===== src/rtl/alu_sequencer.sv =====
// rtl/alu_sequencer.sv - execute-stage sequencer for the 12-bit ALU, owns flags {P,V,K,S,Z}
// Optional multi-pass repeat for ops 0x08-0x0F is built only when ALU_REPEAT_EN is defined.
module alu_sequencer #(
  parameter int WIDTH  = 12,
  parameter int FLAG_W = 5,
  parameter int CNT_W  = 4
) (
  input  logic              clk,
  input  logic              rst,
  input  logic              in_valid,
  output logic              in_ready,
  input  logic [4:0]        in_op,
  input  logic [3:0]        in_cond,
  input  logic [WIDTH-1:0]  in_a,
  input  logic [WIDTH-1:0]  in_b,
  input  logic [CNT_W-1:0]  in_count,
  input  logic              in_pred,
  output logic [WIDTH-1:0]  alu_a,
  output logic [WIDTH-1:0]  alu_b,
  output logic [4:0]        alu_op,
  output logic [3:0]        alu_cond,
  output logic [FLAG_W-1:0] alu_flg_in,
  input  logic [WIDTH-1:0]  alu_q,
  input  logic [FLAG_W-1:0] alu_flg,
  output logic              out_valid,
  input  logic              out_ready,
  output logic [WIDTH-1:0]  out_q,
  output logic              out_squashed,
  output logic [FLAG_W-1:0] flags,
  input  logic              flg_load,
  input  logic [FLAG_W-1:0] flg_load_value
);

  typedef enum logic [1:0] {IDLE, EXEC, DONE} state_t;

  state_t            state;
  state_t            state_nx;
  logic [4:0]        op_r;
  logic [3:0]        cond_r;
  logic [WIDTH-1:0]  a_r;
  logic [WIDTH-1:0]  work_b;
  logic [FLAG_W-1:0] work_flg;
  logic [WIDTH-1:0]  q_r;
  logic              squash_r;
  logic [FLAG_W-1:0] flags_r;
  logic              accept;
  logic              pred_fail;
  logic              last_pass;

  // P lives in the top flag bit; predicate is tested against the pre-load value
  assign accept    = in_valid && (state == IDLE);
  assign pred_fail = in_pred && !flags_r[FLAG_W-1];

`ifdef ALU_REPEAT_EN
  logic [CNT_W-1:0] cnt_r;
  assign last_pass = (cnt_r == '0);
`else
  logic unused_count;
  assign unused_count = ^in_count;
  assign last_pass    = 1'b1;
`endif

  assign out_q        = q_r;
  assign out_squashed = squash_r;
  assign flags        = flags_r;

  // State register
  always_ff @(posedge clk) begin
    if (rst) state <= IDLE;
    else     state <= state_nx;
  end

  // Next-state and handshake/ALU-drive outputs; ALU inputs are zero outside EXEC
  always_comb begin
    state_nx   = state;
    in_ready   = 1'b0;
    out_valid  = 1'b0;
    alu_a      = '0;
    alu_b      = '0;
    alu_op     = '0;
    alu_cond   = '0;
    alu_flg_in = '0;
    case (state)
      IDLE: begin
        in_ready = 1'b1;
        if (in_valid) state_nx = pred_fail ? DONE : EXEC;
      end
      EXEC: begin
        alu_a      = a_r;
        alu_b      = work_b;
        alu_op     = op_r;
        alu_cond   = cond_r;
        alu_flg_in = work_flg;
        if (last_pass) state_nx = DONE;
      end
      DONE: begin
        out_valid = 1'b1;
        if (out_ready) state_nx = IDLE;
      end
      default: state_nx = IDLE;
    endcase
  end

  // Operand latch, pass feedback, result/flag commit and external flag load
  always_ff @(posedge clk) begin
    if (rst) begin
      op_r     <= '0;
      cond_r   <= '0;
      a_r      <= '0;
      work_b   <= '0;
      work_flg <= '0;
      q_r      <= '0;
      squash_r <= 1'b0;
      flags_r  <= '0;
`ifdef ALU_REPEAT_EN
      cnt_r    <= '0;
`endif
    end else begin
      case (state)
        IDLE: begin
          if (flg_load) flags_r <= flg_load_value;
          if (accept) begin
            op_r     <= in_op;
            cond_r   <= in_cond;
            a_r      <= in_a;
            work_b   <= in_b;
            work_flg <= flags_r;
`ifdef ALU_REPEAT_EN
            // only shift/rotate class ops (0x08-0x0F) may repeat
            cnt_r    <= (in_op[4:3] == 2'b01) ? in_count : '0;
`endif
            if (pred_fail) begin
              q_r      <= '0;
              squash_r <= 1'b1;
            end
          end
        end
        EXEC: begin
          work_b   <= alu_q;
          work_flg <= alu_flg;
          if (last_pass) begin
            q_r      <= alu_q;
            flags_r  <= alu_flg;
            squash_r <= 1'b0;
          end
`ifdef ALU_REPEAT_EN
          else begin
            cnt_r <= cnt_r - CNT_W'(1);
          end
`endif
        end
        default: ;
      endcase
    end
  end

endmodule


===== config.mk =====
export PLATFORM = sky130hd
export DESIGN_NAME = alu_sequencer
export DESIGN_NICKNAME = d
export VERILOG_FILES = /design/src/rtl/alu_sequencer.sv
export SDC_FILE = /design/constraint.sdc
export NUM_CORES = 1
export LEC_CHECK = 0
export ABC_AREA = 1
export BUFFER_PORTS_ARGS = -buffer_cell sky130_fd_sc_hd__buf_2
export CAP_MARGIN = 10
export CORE_UTILIZATION = 51
export DETAILED_ROUTE_END_ITERATION = 12
export MAX_ROUTING_LAYER = met4
export PLACE_DENSITY = 0.95
export SLEW_MARGIN = 15
export SYNTH_ARGS = -nofsm -noshare
export SYNTH_HDL_FRONTEND = slang
export SYNTH_SLANG_ARGS = --single-unit

===== constraint.sdc =====
create_clock -name clk -period 2.1 [get_ports clk]
set_input_delay 0.42 -clock clk [delete_from_list [all_inputs] [get_ports clk]]
set_output_delay 0.42 -clock clk [all_outputs]
set_load 0.01 [all_outputs]

== Yosys cells after proc, flatten, opt, wreduce, memory -nomap -nowiden ==
Cells that the tools add are included.

* $add $sub $neg: 0
* $mul: 0
* Divide/modulo/power cells: 0
* Magnitude comparators: 0
* Equal/unequal tests: 7
* Shifts and indexed selects: 0
* Muxes and demuxes: 23
* Bitwise operators: 0
* Reductions and logical operators: 10

{| class="wikitable"
|+ Operators with widths
! kind !! count
|-
| 12-bit 2-to-1 mux || 5
|-
| 12-bit case mux with 2 select lines || 2
|-
| 5-bit 2-to-1 mux || 4
|-
| 5-bit case mux with 2 select lines || 2
|-
| 2-bit inequality test, second input constant || 5
|-
| 2-bit AND reduction || 4
|-
| 2-bit 2-to-1 mux || 3
|-
| 2-bit case mux with 3 select lines || 1
|-
| 1-bit 2-to-1 mux || 4
|-
| 4-bit 2-to-1 mux || 1
|-
| 3-bit AND reduction || 1
|-
| 2-bit by 1-bit equality test with 1-bit output, second input constant || 1
|-
| 2-bit equality test, second input constant || 1
|-
| 1-bit logical AND || 2
|-
| 2-bit logical NOT || 1
|-
| 1-bit case mux with 2 select lines || 1
|-
| 2-bit nonzero test || 1
|-
| 1-bit logical NOT || 1
|}

* Flip-flop bits (word level): 58
* Bits in latches: 0
* RAM bits: 0
* ROM bits: 0
* Input bits: 65
* Output and inout port bits: 58
* Logic and storage cells: 49
* Memories: 0

== Logic depth before layout (Yosys ltp) ==
Gate-level depths: netlist of run 1.

* Depth in word-level cells: 5
* Mapped depth: 7
* Depth with buffers taken out: 6

== Worst setup path before layout of run 1 ==
Ideal clock, no wire load.

* Path kind: reg-to-output
* From: reg state[0]
* To: out alu_a[10]
* Arrival time: 1.120 ns
* Data required time: 1.680 ns
* Setup slack: 0.560 ns
* Stages on the path, launching flop included: 7
* Buffers on the path: 2
* Cell sequence: dfxtp_1 > inv_2 > nor2_8 > inv_4 > buf_6 > buf_8 > nor2_4

* Word-level cells in the longest chain between the ends: 2

{| class="wikitable"
|+ RTL lines
! what !! line !! RTL
|-
| start, declared || 36 || <nowiki>state_t state;</nowiki>
|-
| start signal, assigned || 70 || <nowiki>else state <= state_nx;</nowiki>
|-
| 2-bit by 1-bit equality test with 1-bit output || 83 || <nowiki>case (state)</nowiki>
|-
| 12-bit 2-to-1 mux || 83 ||
|-
| end, declared || 18 || <nowiki>output logic [WIDTH-1:0] alu_a,</nowiki>
|}

No other way between the ends.

== Worst setup path in the final report of run 1 ==
* From: reg state[0]
* To: out alu_b[3]

* Word-level cells in the longest chain between the ends: 2

{| class="wikitable"
|+ RTL lines
! what !! line !! RTL
|-
| 2-bit by 1-bit equality test with 1-bit output || 83 ||
|-
| 12-bit 2-to-1 mux || 83 ||
|-
| end, declared || 19 || <nowiki>output logic [WIDTH-1:0] alu_b,</nowiki>
|}

No other way between the ends.

==> metrics.txt, run 1 <==
status completed; most common cell in the synthesized netlist nand2_1; xor/xnor share of the synthesized area 0%; PnR worst setup slack 0.116 ns; Reg-to-Reg Start state[0]; Hold Slack 0.318 ns; Hold Path Class input port to register; final net count 565; WP depth 6; f_max 0.504 GHz; crit start category register; DR vias/cell 4.91; Post-Synth Simple-Gate Area 29.9%; Yosys top cell area share between 40% and 50%; main flop type after synthesis dfxtp_1; Synth top cells by count nand2_1 (65), inv_1 (61), dfxtp_1 (58); top cells by area, synth dfxtp_1 (40%), nand2_1 (8.4%), nor2_4 (8.2%); initial antenna violation count 0; area grow syn2layout 26.5%; Synth Area in Compound Gates 14.7%; Die W 77.3 microns; power density over cell area 789 nW/um^2; Post-CTS Setup Repair Bufs 0; Tmin final 1.98 ns; worst skew pair latency 0.32 ns; Req. time, crit path 1.68 ns; routed len/inst between 10 and 15 microns; sequential area share after synthesis 40.2%; clk sinks 58; register bit total from synthesis 58; CTS Root Cell clkbuf_8; met2 global-route usage between 40% and 50%; Final Skew 0.00662 ns; drt first pass iters 6; Fin. Hold Viols 0; Resized Gates After CTS 0; Worst-Margin Slew 0.458 ns; die footprint 5970 sq um; # H-tree levels 3; Clock Path Buffers 2; RSZ-0062 raised after global routing false; Critical Path Max Stage Delay approximately 0.47 ns; Worst EP arrival 1.56 ns; syn avg cell area 7.41 sq um; met3 GRT Util 6.79%; CTS buffer count 9; layout cell share with drive strength beyond 1 34.3%; critical path peak fanout 40; post-synthesis mux area share 0%; HPWL Detailed 4990 microns; worst vdd ir 0.000584 V; WHS Path Cells 3; crit path from state[0]; CP delay by family, top buffers and inverters; pin count of the biggest net entering global routing 45; met1 GRT Util between 20% and 30%; I/O pin total 123; Iteration-0 DRC Markers 156; fill count between 400 and 500; Total GRT Usage roughly 26%; Setup CP Type register to output port; Pins Over Slew Limit 0; Post-Route WL approximately 7000 microns; reg2reg end cond_r[2]; flop-to-flop setup slack 0.46 ns; Final Cell Area 3650 sq um; core area roughly 5500 sq um; Worst Hold Launch flg_load_value[0]; CP Cell Sequence inv_2 > nor2_8 > inv_4 > buf_12 > nor2_1 > buf_2; Cell Area, Synth 2890 sq um; number of routed nets with antenna violations 0; # port buffers roughly 120; Worst setup endpoint alu_b[3]; async set or reset register ratio after synthesis 0%; CTS tree yes; busiest layer in global routing met2; Antenna diodes 0; largest family of logic cells by synthesized area simple AND/OR/NAND/NOR gates; num rows 27; r2r worst-path depth 4; Vias 2832; static leakage between 1.5 and 2 nW; number of remaining DRC errors 0; Yosys top cell by area dfxtp_1; warnings from Yosys 0; library cells used by synthesis 28; endpoints failing setup 0; slew margin rel. 69.4%; grt ovf 0; Die Ht 77.3 microns; max capacitance violation total 0; Post-Synthesis Cells 390; CP max-delay cell dfxtp_1; syn nets 455; final period utilization 94.5%; area share of fa/ha/maj cells after synthesis 0%; number of synthesized flops with an enable pin 0; total negative slack 0 ns; clock-pin transition on the worst setup and hold timing paths 0.06 ns; global-route wire length before repair 11800 microns; Worst Setup End Kind output port; Placer Congestion approximately 0.82; Starting Density a little over half; Placed Instance Area between 3000 and 4000 sq um; Placement Setup Slack 0.417 ns; vias in the first global route 2729; WP buf/inv 4; cts hold-fix bufs 0
## tightest hold or removal path, stage by stage
cell and delay, ns:
buf_2 0.07, a21oi_1 0.05, nor2_1 0.07
## worst min path at each step
stage	end	slack, ns
after floorplan	a_r[1]	0.43
after global placement	a_r[1]	0.44
after detailed placement	op_r[1]	0.45
after CTS	flags[0]	0.31
after global routing	work_b[7]	0.32
final	flags[0]	0.32
## cell usage in the layout, fill, tap and decap left out
cell / netlist / layout
nand2_4: 1 / 1
clkinv_1: 5 / 5
nor3_1: 1 / 1
nand2_1: 65 / 65
a31oi_1: 14 / 14
inv_1: 61 / 61
nor2b_1: 1 / 1
inv_4: 1 / 1
clkbuf_8: 0 / 11
clkbuf_1: 4 / 3
a21oi_1: 37 / 37
nand3_4: 1 / 1
buf_2: 7 / 118
nor2_1: 36 / 36
dfxtp_2: 0 / 1
buf_12: 0 / 2
nand3_1: 25 / 25
nor2_4: 21 / 21
a21oi_2: 1 / 1
nor2_8: 1 / 1
nand3_2: 5 / 5
o21ai_0: 22 / 22
clkinv_2: 0 / 1
buf_4: 5 / 3
o21ai_1: 5 / 5
nor2_2: 2 / 2
o21ai_2: 1 / 1
dfxtp_1: 58 / 57
bufinv_16: 0 / 1
inv_2: 2 / 2
## kinds of logic (layout without fill, tap and decap cells)
family	after synthesis	after routing
buffers and inverters	93	208
and+or+nand+nor	159	159
AOI/OAI and AO/OA	80	80
DFF	58	58
## state kept, by name, summed over array words and instances (netlist names)
signal and cells:
out_q 12, work_b 12, state 2, cond_r 4, op_r 5, flags 5
out_squashed 1, work_flg 5, a_r 12
## routing by layer
layer	share of wire [%]	up-vias
met5	0	-
met4	2.5	0
met3	8.4	19
met2	47	122
met1	42	1256
li1	-	1435
## through the flow
| step | power [mW] | instances | utilization [%] |
|---|---|---|---|
| 3_3_place_gp | 1.86 | 561 | 63.1 |
| 6_report | 2.88 | 577 | 66.8 |
| 4_1_cts | 2.90 | 577 | 66.7 |
| 2_1_floorplan | 1.71 | 390 | - |
| 5_1_grt | 3.04 | 577 | 66.8 |
| 3_5_place_dp | 1.88 | 561 | 63.1 |
## report_power, final
group	internal (mW)	switching, mW	leakage, nW
clock network	0.613	0.409	0.101
registers	1.21	0.0570	0.479
logic	0.220	0.370	1.25
total	2.05	0.836	1.83
## cell type report
cell class	count	area, sq um	area share [%]
Clock buffer	14	163	4.45
Clock inverter	2	35.0	0.959
Inverter	69	262	7.16
Multi-Input combinational cell	239	1290	35.3
Sequential cell	58	1160	31.8
Tap cell	72	90.1	2.47
Timing Repair Buffer	123	653	17.9
Power figures use the tool's default switching activity.
==> run 2: changes to the inputs <==
--- a/config.mk
+++ b/config.mk
@@ -6,12 +6,12 @@
 export NUM_CORES = 1
 export LEC_CHECK = 0
 export ABC_AREA = 1
-export BUFFER_PORTS_ARGS = -buffer_cell sky130_fd_sc_hd__buf_2
+export BUFFER_PORTS_ARGS = -buffer_cell sky130_fd_sc_hd__clkbuf_2
 export CAP_MARGIN = 10
 export CORE_UTILIZATION = 51
 export DETAILED_ROUTE_END_ITERATION = 12
 export MAX_ROUTING_LAYER = met4
-export PLACE_DENSITY = 0.95
+export PLACE_DENSITY = 0.92
 export SLEW_MARGIN = 15
 export SYNTH_ARGS = -nofsm -noshare
 export SYNTH_HDL_FRONTEND = slang
==> run 2 against run 1 <==
Non-clock buffer count grew 2. Sequential power is essentially flat. Sequential cell count is the same. Design area grew 2.3%. Core utilization grew 1.5 points. Global-route usage grew 0.22 points. Combinational power is essentially flat. Cell count grew 0.35%. Register-to-register slack lost 0.03 ns. Critical path depth shrank 1. Via count grew 0.64%.
==> metrics.txt, run 2 (same netlist as run 1, synthesis figures left out) <==
CTS Root Cell clkbuf_8; met3 WL post-DR 511 microns (-15%); Die Ht 77.3 microns (unchanged); global-route wire length before repair 11900 microns (+0.64%); Tmin final 2.00 ns (+0.0169 ns); Die W 77.3 microns (unchanged); wire length on met2 3530 microns (+4.6%); Hold Path Class input port to register; Total GRT Usage 25.9% (+0.22 points); max capacitance violation total 0 (unchanged); wl on met1 2890 microns (-2.4%); Worst EP arrival 1.58 ns (+0.02 ns); r2r worst-path depth 4 (unchanged); Pins Over Slew Limit 0 (unchanged); Starting Density 52.8% (unchanged); Reg-to-Reg Start state[1]; final period utilization 95.3% (+0.81 points); Fin. Hold Viols 0 (unchanged); static leakage 1.84 nW (+0.49%); status completed; f_max 0.500 GHz (-0.84%); cts hold-fix bufs 0 (unchanged); # port buffers 118 (unchanged); core area 5470 sq um (unchanged); final net count 567 (+0.35%); DR vias/cell 4.92 (+0.29%); Req. time, crit path 1.68 ns (about the same); Worst-Margin Slew 0.452 ns (-0.00662 ns); Worst Hold Launch flg_load_value[2]; reg2reg end a_r[8]; Final Skew 0.00506 ns (-0.00157 ns); CTS tree yes; flop-to-flop setup slack 0.43 ns (-0.03 ns); Iteration-0 DRC Markers 101 (-35%); Resized Gates After CTS 0 (unchanged); Post-CTS Setup Repair Bufs 0 (unchanged); num rows 27 (unchanged); worst vdd ir 0.000609 V (+4.3%); critical path peak fanout 12 (-70%); Worst Setup End Kind output port; layout cell share with drive strength beyond 1 34.7% (+0.46 points); Post-Route WL 7020 microns (-1.3%); commonest non-fill, non-tap cells in the layout clkbuf_2 (118), nand2_1 (65), inv_1 (61), dfxtp_1 (58), a21oi_1 (37); clk sinks 58 (unchanged); WHS Path Cells 3 (unchanged); PnR worst setup slack 0.0986 ns (-0.0169 ns); endpoints failing setup 0 (unchanged); Max Used Layer met4; Placed Cells 563 (+0.36%); WHS Endpoint flags[2]; grt ovf 0 (unchanged); Vias 2850 (+0.64%); die footprint 5970 sq um (unchanged); I/O pin total 123 (unchanged); clock-pin transition on the worst setup and hold timing paths 0.06 ns (about the same); pin count of the biggest net entering global routing 47 (+4.4%); Clock Path Buffers 2 (unchanged); CTS buffer count 9 (unchanged); slew margin rel. 69.8% (+0.44 points); routed len/inst 12.1 microns (-1.6%); number of remaining DRC errors 0 (unchanged); HPWL Detailed 4990 microns (+0.12%); drt first pass iters 4 (-2); total negative slack 0 ns (unchanged); vias in the first global route 2746 (+0.62%); Finished Layout Cells 579 (+0.35%); area grow syn2layout 29.3%; worst skew pair latency 0.33 ns (about the same); number of routed nets with antenna violations 0 (unchanged); most common cell after layout, fill and taps aside clkbuf_2; initial antenna violation count 0 (unchanged); power density over cell area 865 nW/um^2 (+9.6%); crit start category register; RSZ-0062 raised after global routing false; fill count 450 (-9.1%); Antenna diodes 0 (unchanged); Placement Setup Slack 0.394 ns (-0.0228 ns); Setup CP Type register to output port; # H-tree levels 3 (unchanged); Placer Congestion 0.805 (-1.4%)
run 2: cell count changes in the layout (fill, tap and decap cells not counted), sizes merged:
cell / previous run / this run
buf: 123 / 7
bufinv: 1 / 4
clkbuf: 14 / 129
run 2: critical path, stage by stage, from the launching register on:
cell and delay, ns:
dfxtp_1 0.55, nor2_8 0.08, inv_4 0.20, buf_4 0.25, nor2_1 0.05, clkbuf_2 0.12
run 2: routing by layer:
metal  GRT usage (%)  vias up
met5               -        -
met4            9.62        0
met3            6.19        9
met2            46.1      115
met1            27.6     1283
li1                -     1443
run 2: cell type report:
class	count	area (sq um)	area share, %
clock buffer	11	141	3.78
inverter	69	262	7.00
multi-input combinational	239	1290	34.5
sequential	58	1160	31.1
tap	72	90.1	2.41
timing repair buffer	125	668	17.9
clock inverter	5	125	3.35
run 2: how the worst max path moves through the flow:
stage	from	to	slack, ns	cells past startpoint
floorplan	state[0]	alu_a[10]	0.56	6
global placement	in_valid	work_b[9]	0.45	5
detailed placement	in_valid	work_b[9]	0.39	5
CTS	state[1]	alu_op[1]	0.07	5
global route	state[1]	alu_op[1]	0.005	5
finish	state[1]	alu_op[1]	0.1	5
run 2: where the power goes:
part / switching, mW / internal [mW] / total (mW) / leakage (nW)
registers: 0.0587 / 1.21 / 1.27 / 0.479
logic: 0.368 / 0.222 / 0.591 / 1.23
clock network: 0.427 / 0.940 / 1.37 / 0.134
total: 0.854 / 2.38 / 3.23 / 1.84
run 2: through the flow:
stage / instance area [sq um] / hold slack (ns) / utilization [%] / power, mW
finish: 3740 / 0.321 / 68.3 / 3.23
global route: 3740 / 0.313 / 68.3 / 3.39
CTS: 3740 / 0.303 / 68.3 / 3.27
detailed placement: 3470 / 0.450 / 63.4 / 1.89
global placement: 3470 / 0.439 / 63.4 / 1.86
floorplan: 2890 / 0.430 / - / 1.71
==> run 3: changes to the inputs <==
--- a/config.mk
+++ b/config.mk
@@ -8,10 +8,10 @@
 export ABC_AREA = 1
 export BUFFER_PORTS_ARGS = -buffer_cell sky130_fd_sc_hd__clkbuf_2
 export CAP_MARGIN = 10
-export CORE_UTILIZATION = 51
+export CORE_UTILIZATION = 48
 export DETAILED_ROUTE_END_ITERATION = 12
 export MAX_ROUTING_LAYER = met4
-export PLACE_DENSITY = 0.92
+export PLACE_DENSITY = 0.87
 export SLEW_MARGIN = 15
 export SYNTH_ARGS = -nofsm -noshare
 export SYNTH_HDL_FRONTEND = slang
==> constraint.sdc (replaced) <==
create_clock -name clk -period 2.02 [get_ports clk]
set_input_delay 0.404 -clock clk [delete_from_list [all_inputs] [get_ports clk]]
set_output_delay 0.404 -clock clk [all_outputs]
set_load 0.01 [all_outputs]
==> run 3 against run 2 <==
Clock skew increased by 0.00064 ns. Critical path depth increased by 1. Routed wire length decreased by 3.1%. Via count increased by 0.84%. Combinational power increased by 5.1%. Cell count increased by 0.35%. Sequential share of layout area increased by 0.26 points. Register-to-register slack improved by 0.19 ns. Setup slack improved by 0.093 ns. Critical endpoint is now alu_a[11]. Highest routed layer unchanged.
==> metrics.txt, run 3 (same netlist as run 1, synthesis figures left out) <==
Fin. Hold Viols 0 (unchanged); total negative slack 0 ns (unchanged); I/O pin total 123 (unchanged); CTS tree yes; Worst Setup End Kind output port; final net count 569 (+0.35%); Starting Density 51.2% (-1.6 points); met3 GRT Util 5.94% (-0.25 points); vias in the first global route 2622 (-4.5%); Post-CTS Setup Repair Bufs 0 (unchanged); num rows 27 (unchanged); global-route wire length before repair 11100 microns (-6.8%); flop-to-flop setup slack 0.62 ns (+0.19 ns); routed len/inst 11.7 microns (-3.4%); met1 GRT Util 24.7% (-2.9 points); Die W 79.6 microns (+3.0%); Vias 2874 (+0.84%); fill count 497 (+10%); RSZ-0062 raised after global routing false; power density over cell area 839 nW/um^2 (-2.9%); Tmin final 1.83 ns; CTS Root Cell clkbuf_8; most common cell after layout, fill and taps aside clkbuf_2; Clock Path Buffers 2 (unchanged); r2r worst-path depth 4 (unchanged); Placed Instance Area 3480 sq um (+0.43%); f_max 0.547 GHz; crit start category register; Total GRT Usage 23.1% (-2.7 points); HPWL Detailed 4810 microns (-3.7%); Post-Route Utilization 65.8% (-2.4 points); Iteration-0 DRC Markers 154 (+52%); pin count of the biggest net entering global routing 45 (-4.3%); Worst setup endpoint alu_a[11]; met2 global-route usage 40.3% (-5.8 points); grt ovf 0 (unchanged); core area 5640 sq um (+3.1%); Post-Route WL 6800 microns (-3.1%); critical path peak fanout 25 (+13); max capacitance violation total 0 (unchanged); Reg-to-Reg Start state[1]; Pins Over Slew Limit 0 (unchanged); Antenna diodes 0 (unchanged); layout cell share with drive strength beyond 1 35.4% (+0.65 points); Setup CP Type register to output port; final period utilization 90.5%; Worst-Margin Slew 0.417 ns (-0.0347 ns); area of the multi-input gates 1290 sq um (unchanged); Die Ht 79.6 microns (+3.0%); CTS buffer count 9 (unchanged); die footprint 6330 sq um (+6.1%); DR vias/cell 4.95 (+0.49%); reg2reg end a_r[9]; Req. time, crit path 1.62 ns (-0.06 ns); Worst EP arrival 1.42 ns (-0.16 ns); clock-pin transition on the worst setup and hold timing paths 0.07 ns (about the same); status completed; Placer Congestion 0.807 (+0.21%); worst skew pair latency 0.33 ns (about the same); Final Cell Area 3710 sq um (-0.60%); endpoints failing setup 0 (unchanged); Final Skew 0.00570 ns (+0.000644 ns); busiest layer in global routing met2; drt first pass iters 4 (unchanged); Seq. cell area 1160 sq um (+0.22%); initial antenna violation count 0 (unchanged); crit path from state[0]; commonest non-fill, non-tap cells in the layout clkbuf_2 (118), nand2_1 (65), inv_1 (61), dfxtp_1 (56), a21oi_1 (37); # H-tree levels 3 (unchanged); worst vdd ir 0.000524 V (-14%); # port buffers 118 (unchanged); static leakage 1.83 nW (-0.65%); area grow syn2layout 28.5%; cts hold-fix bufs 0 (unchanged); Hold Path Class input port to register; number of remaining DRC errors 0 (unchanged); number of routed nets with antenna violations 0 (unchanged); clk sinks 58 (unchanged); slew margin rel. 72.2% (+2.4 points)
run 3: per-stage QoR:
step	worst slack [ns]	total power, mW	hold WS (ns)	std cells
detailed placement	0.225	1.96	0.443	565
finish	0.192	3.12	0.298	581
global placement	0.258	1.94	0.439	565
global route	0.0900	3.28	0.302	581
CTS	0.0546	3.15	0.279	581
floorplan	0.496	1.78	0.430	390
run 3: how the worst min path moves through the flow:
stage / from / end / cells past startpoint
floorplan: a_r[1] / a_r[1] / 2
global placement: op_r[3] / op_r[3] / 2
detailed placement: a_r[11] / a_r[11] / 2
CTS: flg_load_value[2] / flags[2] / 3
global route: in_b[10] / work_b[10] / 3
finish: flg_load_value[2] / flags[2] / 3
run 3: report_power, final:
group | switching (mW) | internal, mW
clock | 0.451 | 0.724
sequential | 0.0583 | 1.26
combinational | 0.382 | 0.239
total | 0.891 | 2.23
run 3: metal layers:
| metal | wire [microns] | share of wire (%) |
|---|---|---|
| met5 | 0 | 0 |
| met4 | 97 | 1.4 |
| met3 | 551 | 8.1 |
| met2 | 3200 | 47 |
| met1 | 2950 | 43 |
run 3: what timing repair did:
| action | 4_1_cts | 5_1_grt |
|---|---|---|
| resized for setup | 2 | 2 |
| endpoints found under the hold margin | 0 | 0 |
| pin swaps | 0 | 0 |
| setup endpoints to repair | 23 | 5 |
run 3: worst max-delay path: stages (launching register included):
cell and delay (ns):
dfxtp_2 0.40, inv_2 0.08, nor2_8 0.09, inv_4 0.05
buf_8 0.20, nor2_1 0.13, clkbuf_2 0.14
run 3: cell type report:
class                      count  area share (%)
multi-input combinational    239            34.7
timing repair buffer         127            18.6
sequential                    58            31.3
inverter                      69            7.04
tap                           72            2.43
clock buffer                  11            3.81
clock inverter                 5            2.09
